==> src/rtl/dl11_serial_regs_pkg.sv <==
// Shared definitions for the DL11 console register slice: register offsets,
// CSR bit positions and small helpers for bus decode and CSR word assembly.
package dl11_serial_regs_pkg;

    typedef enum logic [1:0] {
        REG_RCSR = 2'd0,
        REG_RBUF = 2'd1,
        REG_XCSR = 2'd2,
        REG_XBUF = 2'd3
    } reg_offset_e;

    localparam int BIT_DONE = 7;
    localparam int BIT_IE   = 6;
    localparam int BIT_OVR  = 14;
    localparam int BIT_ERR  = 15;

    // Cycles the transmitter is held not-ready after a send, covering the
    // latency before serial_tx reports busy.
    localparam logic [1:0] TX_HOLD_CYCLES = 2'd2;

    typedef struct packed {
        logic rd_rbuf;
        logic wr_rcsr;
        logic wr_xcsr;
        logic wr_xbuf;
    } bus_access_t;

    function automatic bus_access_t decode_access(
        input logic       sel,
        input logic       rd,
        input logic       wr,
        input logic [1:0] addr
    );
        bus_access_t acc;
        acc         = '0;
        acc.rd_rbuf = sel && rd && (addr == REG_RBUF);
        acc.wr_rcsr = sel && wr && (addr == REG_RCSR);
        acc.wr_xcsr = sel && wr && (addr == REG_XCSR);
        acc.wr_xbuf = sel && wr && (addr == REG_XBUF);
        return acc;
    endfunction

    // Status word layout shared by RCSR and XCSR: a status flag in bit 7 and
    // the interrupt enable in bit 6.
    function automatic logic [15:0] csr_word(input logic status_flag, input logic int_enable);
        logic [15:0] word;
        word           = '0;
        word[BIT_DONE] = status_flag;
        word[BIT_IE]   = int_enable;
        return word;
    endfunction

endpackage

==> src/rtl/dl11_rx_fifo.sv <==
// Small receive FIFO for the DL11 slice. Extra pointer MSB distinguishes full
// from empty; a pop frees a slot for a push in the same cycle.
module dl11_rx_fifo #(
    parameter int AW = 2
) (
    input  logic       clk,
    input  logic       reset,
    input  logic       push,
    input  logic       pop,
    input  logic [7:0] din,
    output logic [7:0] dout,
    output logic       empty,
    output logic       full
);

    localparam int         DEPTH   = 1 << AW;
    localparam logic [AW:0] PTR_ONE = {{AW{1'b0}}, 1'b1};

    logic [7:0]  mem [DEPTH];
    logic [AW:0] wr_ptr_reg;
    logic [AW:0] rd_ptr_reg;
    logic        do_push;
    logic        do_pop;

    assign empty   = (wr_ptr_reg == rd_ptr_reg);
    assign full    = (wr_ptr_reg[AW] != rd_ptr_reg[AW]) &&
                     (wr_ptr_reg[AW-1:0] == rd_ptr_reg[AW-1:0]);
    assign do_pop  = pop && !empty;
    assign do_push = push && (!full || do_pop);

    always_ff @(posedge clk or negedge reset) begin
        if (!reset) begin
            wr_ptr_reg <= '0;
            rd_ptr_reg <= '0;
        end else begin
            if (do_push) begin
                wr_ptr_reg <= wr_ptr_reg + PTR_ONE;
            end
            if (do_pop) begin
                rd_ptr_reg <= rd_ptr_reg + PTR_ONE;
            end
        end
    end

    always_ff @(posedge clk) begin
        if (do_push) begin
            mem[wr_ptr_reg[AW-1:0]] <= din;
        end
    end

    // Head is visible combinationally so the bus can read RBUF in the same cycle.
    assign dout = empty ? 8'h00 : mem[rd_ptr_reg[AW-1:0]];

endmodule

==> src/rtl/dl11_serial_regs.sv <==
// DL11-style console registers: RCSR/RBUF/XCSR/XBUF bus window over a receive
// FIFO fed by serial_rx and a single-byte send path into serial_tx.
module dl11_serial_regs
    import dl11_serial_regs_pkg::*;
#(
    parameter int FIFO_AW = 2
) (
    input  logic        clk,
    input  logic        reset,
    input  logic        sel,
    input  logic [1:0]  addr,
    input  logic        rd,
    input  logic        wr,
    input  logic [15:0] din,
    output logic [15:0] dout,
    input  logic [7:0]  rx_byte,
    input  logic        rx_ready,
    output logic        rx_read,
    output logic [7:0]  tx_byte,
    output logic        tx_send,
    input  logic        tx_busy,
    output logic        irq_rx,
    output logic        irq_tx,
    input  logic        iack_tx
);

    bus_access_t acc;

    logic       rx_read_reg;
    logic       rx_accept;
    logic       ovr_reg;
    logic       ovr_next;
    logic       rie_reg;
    logic       rie_next;
    logic       overrun;

    logic       fifo_empty;
    logic       fifo_full;
    logic [7:0] fifo_head;

    logic       tie_reg;
    logic       tie_next;
    logic [7:0] tx_byte_reg;
    logic [7:0] tx_byte_next;
    logic       tx_send_reg;
    logic [1:0] hold_reg;
    logic [1:0] hold_next;
    logic       tx_ready;
    logic       xbuf_accept;

    logic       ready_prev_reg;
    logic       irq_tx_reg;
    logic       irq_tx_next;
    logic       irq_tx_set;
    logic       irq_tx_clr;

    logic       din_unused;

    assign acc        = decode_access(sel, rd, wr, addr);
    assign din_unused = ^din[15:8];

    // ------------------------------------------------------------------
    // Receive side
    // ------------------------------------------------------------------
    // serial_rx drops ready one edge after our acknowledge, so the cycle
    // following rx_read must not be treated as a new byte.
    assign rx_accept = rx_ready && !rx_read_reg;

    // A same-cycle RBUF read frees a slot on a full FIFO, so no overrun then.
    assign overrun = rx_accept && fifo_full && !acc.rd_rbuf;

    dl11_rx_fifo #(
        .AW (FIFO_AW)
    ) u_rx_fifo (
        .clk   (clk),
        .reset (reset),
        .push  (rx_accept),
        .pop   (acc.rd_rbuf),
        .din   (rx_byte),
        .dout  (fifo_head),
        .empty (fifo_empty),
        .full  (fifo_full)
    );

    always_comb begin
        ovr_next = ovr_reg;
        if (acc.rd_rbuf) begin
            ovr_next = 1'b0;
        end else if (overrun) begin
            ovr_next = 1'b1;
        end
    end

    always_comb begin
        rie_next = rie_reg;
        if (acc.wr_rcsr) begin
            rie_next = din[BIT_IE];
        end
    end

    // ------------------------------------------------------------------
    // Transmit side
    // ------------------------------------------------------------------
    assign tx_ready    = !tx_busy && (hold_reg == 2'd0);
    assign xbuf_accept = acc.wr_xbuf && tx_ready;

    always_comb begin
        hold_next    = hold_reg;
        tx_byte_next = tx_byte_reg;
        if (xbuf_accept) begin
            hold_next    = TX_HOLD_CYCLES;
            tx_byte_next = din[7:0];
        end else if (hold_reg != 2'd0) begin
            hold_next = hold_reg - 2'd1;
        end
    end

    always_comb begin
        tie_next = tie_reg;
        if (acc.wr_xcsr) begin
            tie_next = din[BIT_IE];
        end
    end

    // Transmit interrupt latches on READY rising with TIE set, or on TIE
    // being enabled while already READY; any clear source overrides a set.
    assign irq_tx_set = (tx_ready && !ready_prev_reg && tie_reg) ||
                        (acc.wr_xcsr && din[BIT_IE] && !tie_reg && tx_ready);
    assign irq_tx_clr = iack_tx || (acc.wr_xcsr && !din[BIT_IE]) || xbuf_accept;

    always_comb begin
        irq_tx_next = irq_tx_reg;
        if (irq_tx_clr) begin
            irq_tx_next = 1'b0;
        end else if (irq_tx_set) begin
            irq_tx_next = 1'b1;
        end
    end

    // ------------------------------------------------------------------
    // State registers
    // ------------------------------------------------------------------
    always_ff @(posedge clk or negedge reset) begin
        if (!reset) begin
            rx_read_reg    <= 1'b0;
            ovr_reg        <= 1'b0;
            rie_reg        <= 1'b0;
            tie_reg        <= 1'b0;
            tx_byte_reg    <= 8'h00;
            tx_send_reg    <= 1'b0;
            hold_reg       <= 2'd0;
            irq_tx_reg     <= 1'b0;
            ready_prev_reg <= 1'b1;
        end else begin
            rx_read_reg    <= rx_accept;
            ovr_reg        <= ovr_next;
            rie_reg        <= rie_next;
            tie_reg        <= tie_next;
            tx_byte_reg    <= tx_byte_next;
            tx_send_reg    <= xbuf_accept;
            hold_reg       <= hold_next;
            irq_tx_reg     <= irq_tx_next;
            ready_prev_reg <= tx_ready;
        end
    end

    // ------------------------------------------------------------------
    // Bus read mux and outputs
    // ------------------------------------------------------------------
    always_comb begin
        dout = 16'h0000;
        case (reg_offset_e'(addr))
            REG_RCSR: dout = csr_word(!fifo_empty, rie_reg);
            REG_RBUF: begin
                dout[7:0]     = fifo_head;
                dout[BIT_OVR] = ovr_reg;
                dout[BIT_ERR] = ovr_reg;
            end
            REG_XCSR: dout = csr_word(tx_ready, tie_reg);
            REG_XBUF: dout = {8'h00, tx_byte_reg};
            default:  dout = 16'h0000;
        endcase
    end

    assign rx_read = rx_read_reg;
    assign tx_byte = tx_byte_reg;
    assign tx_send = tx_send_reg;
    assign irq_rx  = rie_reg && !fifo_empty;
    assign irq_tx  = irq_tx_reg;

endmodule

==> config.mk <==
export PLATFORM = sky130hd
export DESIGN_NAME = dl11_serial_regs
export DESIGN_NICKNAME = d
export VERILOG_FILES = /design/src/rtl/dl11_serial_regs_pkg.sv /design/src/rtl/dl11_rx_fifo.sv /design/src/rtl/dl11_serial_regs.sv
export SDC_FILE = /design/constraint.sdc
export NUM_CORES = 1
export LEC_CHECK = 0
export CORE_MARGIN = 2
export CORE_UTILIZATION = 53
export CTS_CLUSTER_SIZE = 10
export DETAILED_ROUTE_END_ITERATION = 12
export PLACE_DENSITY_LB_ADDON = 0.12
export REMOVE_ABC_BUFFERS = 1
export SLEW_MARGIN = 10
export SYNTH_ARGS = -nofsm -noshare
export SYNTH_HDL_FRONTEND = slang
export SYNTH_HIERARCHICAL = 1
export SYNTH_SLANG_ARGS = --single-unit
==> constraint.sdc <==
create_clock -name clk -period 3.4 [get_ports clk]
set_input_delay 0.51 -clock clk [delete_from_list [all_inputs] [get_ports clk]]
set_output_delay 0.51 -clock clk [all_outputs]
set_load 0.03 [all_outputs]
==> flow_metrics.py <==
metrics = {
    "final_layout": {
        "synthToLayoutAreaGrowth_pct": 24.1,
        "largest_reg_flops": 32,
        "antenna_cells": 0,
        "stdcell_count": 285,
        "final_util_pct": 68.7,
        "final_nets": 257,
        "layout-drive-gt1-share_pct": 20.2,
    },
    "global_route": {
        "grt_max_degree": 24,
        "grt-ovfl-total": 0,
        "grt_pass1_wl_um": 7890,
        "grt_usage_pct": 19.5,
        "antenna_found_initial": 0,
        "grt_pass1_vias": 1581,
    },
    "clock_tree": {
        "clock_latency_ps": 310,
        "tritoncts": "yes",
        "holdBufCountCts": 0,
        "cts_resized": 0,
        "cts_buffer_depth": 2,
        "htreeDepth": 2,
        "postCtsSetupBuffers": 0,
        "cts.sinks": 55,
        "cts.clk_slew.worst_paths_ps": 100,
        "cts-root-buf": "clkbuf_8",
        "cts_buffers": 5,
    },
    "setup_path": {
        "worstPathMaxFanout": 7,
        "endpoint_kind": "primary output",
        "cp-start-kind": "flop",
        "reg2reg_from": "u_rx_fifo/rd_ptr_reg[1]",
        "critPathArrivalTime_ps": 2710,
        "rr_worst_depth": 3,
        "rrSetupSlack_ps": 1370,
        "reg2reg_to": "u_rx_fifo/mem[1][7]",
        "required_ps": 2890,
        "path_class": "flop to primary output",
    },
    "hold_path": {
        "hold_start": "hold_reg[0]",
        "hold_depth": 1,
        "worstHoldPathType": "flop to flop",
        "whs_endpoint": "hold_reg[0]",
    },
    "die": {
        "pin_count": 62,
        "rows": 25,
        "die_width_um": 74.7,
        "die_h_um": 74.7,
        "start_util_pct": 55.3,
        "coreArea_um2": 4790,
        "die-area_um2": 5580,
    },
    "yosys": {
        "synth.most_common_cell": "edfxtp_1",
        "synth-seq-area-share_pct": 58.1,
        "synth_xor_area_share_pct": 3.64,
        "synth_edf_count": 32,
        "synth.ff_latch_count": 55,
        "synth.largest_area_cell": "edfxtp_1",
        "synth_top_flop_cell": "edfxtp_1",
        "syn_area_per_cell_um2": 16.2,
        "synthAdderAreaFrac_pct": 2.83,
        "yosysUniqueCellTypes": 39,
        "synth_area_um2": 2650,
        "synthMuxAreaShare_pct": 17.8,
        "synth_common_cells": "edfxtp_1, dfrtp_1, nor2b_1",
        "synth_area_leaders": "edfxtp_1, dfrtp_1, mux4_2",
        "synth_compound_gate_area_share_pct": 3.31,
        "async_flop_share_pct": 41.8,
        "ys_warn_count": 6,
        "synth_top_family_by_area": "multiplexers",
        "yosys.area_share.simple_pct": 9.97,
        "synth_cells": 164,
        "yosys.area.top_type_share_pct": 36.3,
    },
    "placed_design": {
        "dp.final_hpwl_um": 3540,
        "gp_congestion": 0.939,
        "io_buffer_count": 47,
        "numPlacedInstances": 277,
    },
    "timing": {
        "finClkSkew_ps": 11.5,
        "min_period_ps": 3220,
        "hold_viol_final": 0,
        "drv_slew": 0,
        "setup_viol": 0,
        "finalCritPeriodShare_pct": 94.8,
        "max_freq_mhz": 310,
        "rsz0062_at_grt": "no",
        "maxSlewHeadroom_pct": 30.8,
        "tightest_slew_ps": 1040,
        "tns_ps": 0,
    },
    "detailed_routing": {
        "drc": 0,
        "vias_per_cell": 5.25,
        "drtPass1Iterations": 4,
        "wirelength_um": 4770,
        "dr.first_iter.drc_count": 67,
        "wl_per_cell_um": 16.7,
        "drtAntennaViolNets": 0,
        "vias": 1496,
    },
    "power_and_ir_drop": {
        "pwr_density_cell_nw_per_um2": 798,
        "irDropWorstVdd_v": 0.000446,
        "leakagePower_uw": 0.00129,
    },
    "flow_run": {
        "maxCapViolations": 0,
    },
    "status": {
        "status": "complete, no violations",
    },
}
## layer usage
layer | routed length, um | GRT usage [%] | vias to the layer above
met3 | 267 | 4.55 | 10
met2 | 2350 | 31.0 | 59
met4 | 116 | 8.93 | 0
li1 | - | - | 699
met5 | 0 | 0 | -
met1 | 2030 | 26.0 | 728
## kinds of logic after synthesis
| family | after synthesis |
|---|---|
| DFF | 55 |
| and+or+nand+nor | 37 |
| muxes | 30 |
| buffers and inverters | 18 |
| AOI/OAI and AO/OA | 9 |
| xor gates and xnor gates | 8 |
| adders and majority gates | 6 |
| other | 1 |
## power breakdown
part           switching, uW  internal (uW)  leakage (uW)
Combinational            601            561      0.000651
Sequential               149            878      0.000580
Clock                    212            223     0.0000587
## worst max-delay path by stage
stage	cells after the start	slack, ps	endpoint	startpoint
2_1_floorplan	4	900	dout[6]	u_rx_fifo/rd_ptr_reg[0]
6_report	4	180	dout[7]	u_rx_fifo/rd_ptr_reg[0]
3_5_place_dp	4	510	dout[7]	u_rx_fifo/rd_ptr_reg[0]
3_3_place_gp	3	540	dout[6]	addr[1]
4_1_cts	4	140	dout[7]	u_rx_fifo/rd_ptr_reg[0]
5_1_grt	5	50	dout[6]	u_rx_fifo/rd_ptr_reg[0]
## cell usage in the layout, fill, tap and decap left out, types with 2 or more instances in the layout
master | synthesis | routed
clkdlybuf4s50_1 | 0 | 47
edfxtp_1 | 32 | 32
dfrtp_1 | 22 | 22
nor2b_1 | 18 | 18
mux4_2 | 10 | 10
mux2i_1 | 8 | 8
mux2_4 | 8 | 8
inv_1 | 7 | 7
ha_1 | 6 | 6
conb_1 | 1 | 6
clkbuf_8 | 0 | 5
buf_4 | 8 | 5
xnor2_1 | 5 | 5
and3_1 | 4 | 4
mux2_1 | 4 | 4
and2_1 | 2 | 2
a21oi_1 | 2 | 2
nor3_1 | 2 | 2
o41ai_2 | 2 | 2
## cell type report
cell class / instances / area [um^2]
Timing Repair Buffer: 52 / 508
Clock inverter: 3 / 47.5
Tap cell: 67 / 83.8
Inverter: 7 / 26.3
Fill cell: 328 / 1500
Clock buffer: 5 / 68.8
Sequential cell: 55 / 1540
Multi-Input combinational cell: 96 / 1020
## worst max-delay path, cell delays in order (launching register included)
cell and delay, ps:
dfrtp_1 600, mux4_2 590, nor2b_1 150, mux4_2 460, clkdlybuf4s50_1 610
## metrics by stage
stage / instance area (um^2) / hold WS, ps / total power, uW / setup slack, ps
6_report: 3290 / 509 / 2620 / 177
3_5_place_dp: 3170 / 490 / 2220 / 512
3_3_place_gp: 3170 / 461 / 2170 / 541
4_1_cts: 3290 / 514 / 2660 / 144
2_1_floorplan: 2580 / 214 / 1800 / 904
5_1_grt: 3290 / 535 / 2790 / 49.1
Note: power is estimated with default switching activity, not from simulation.
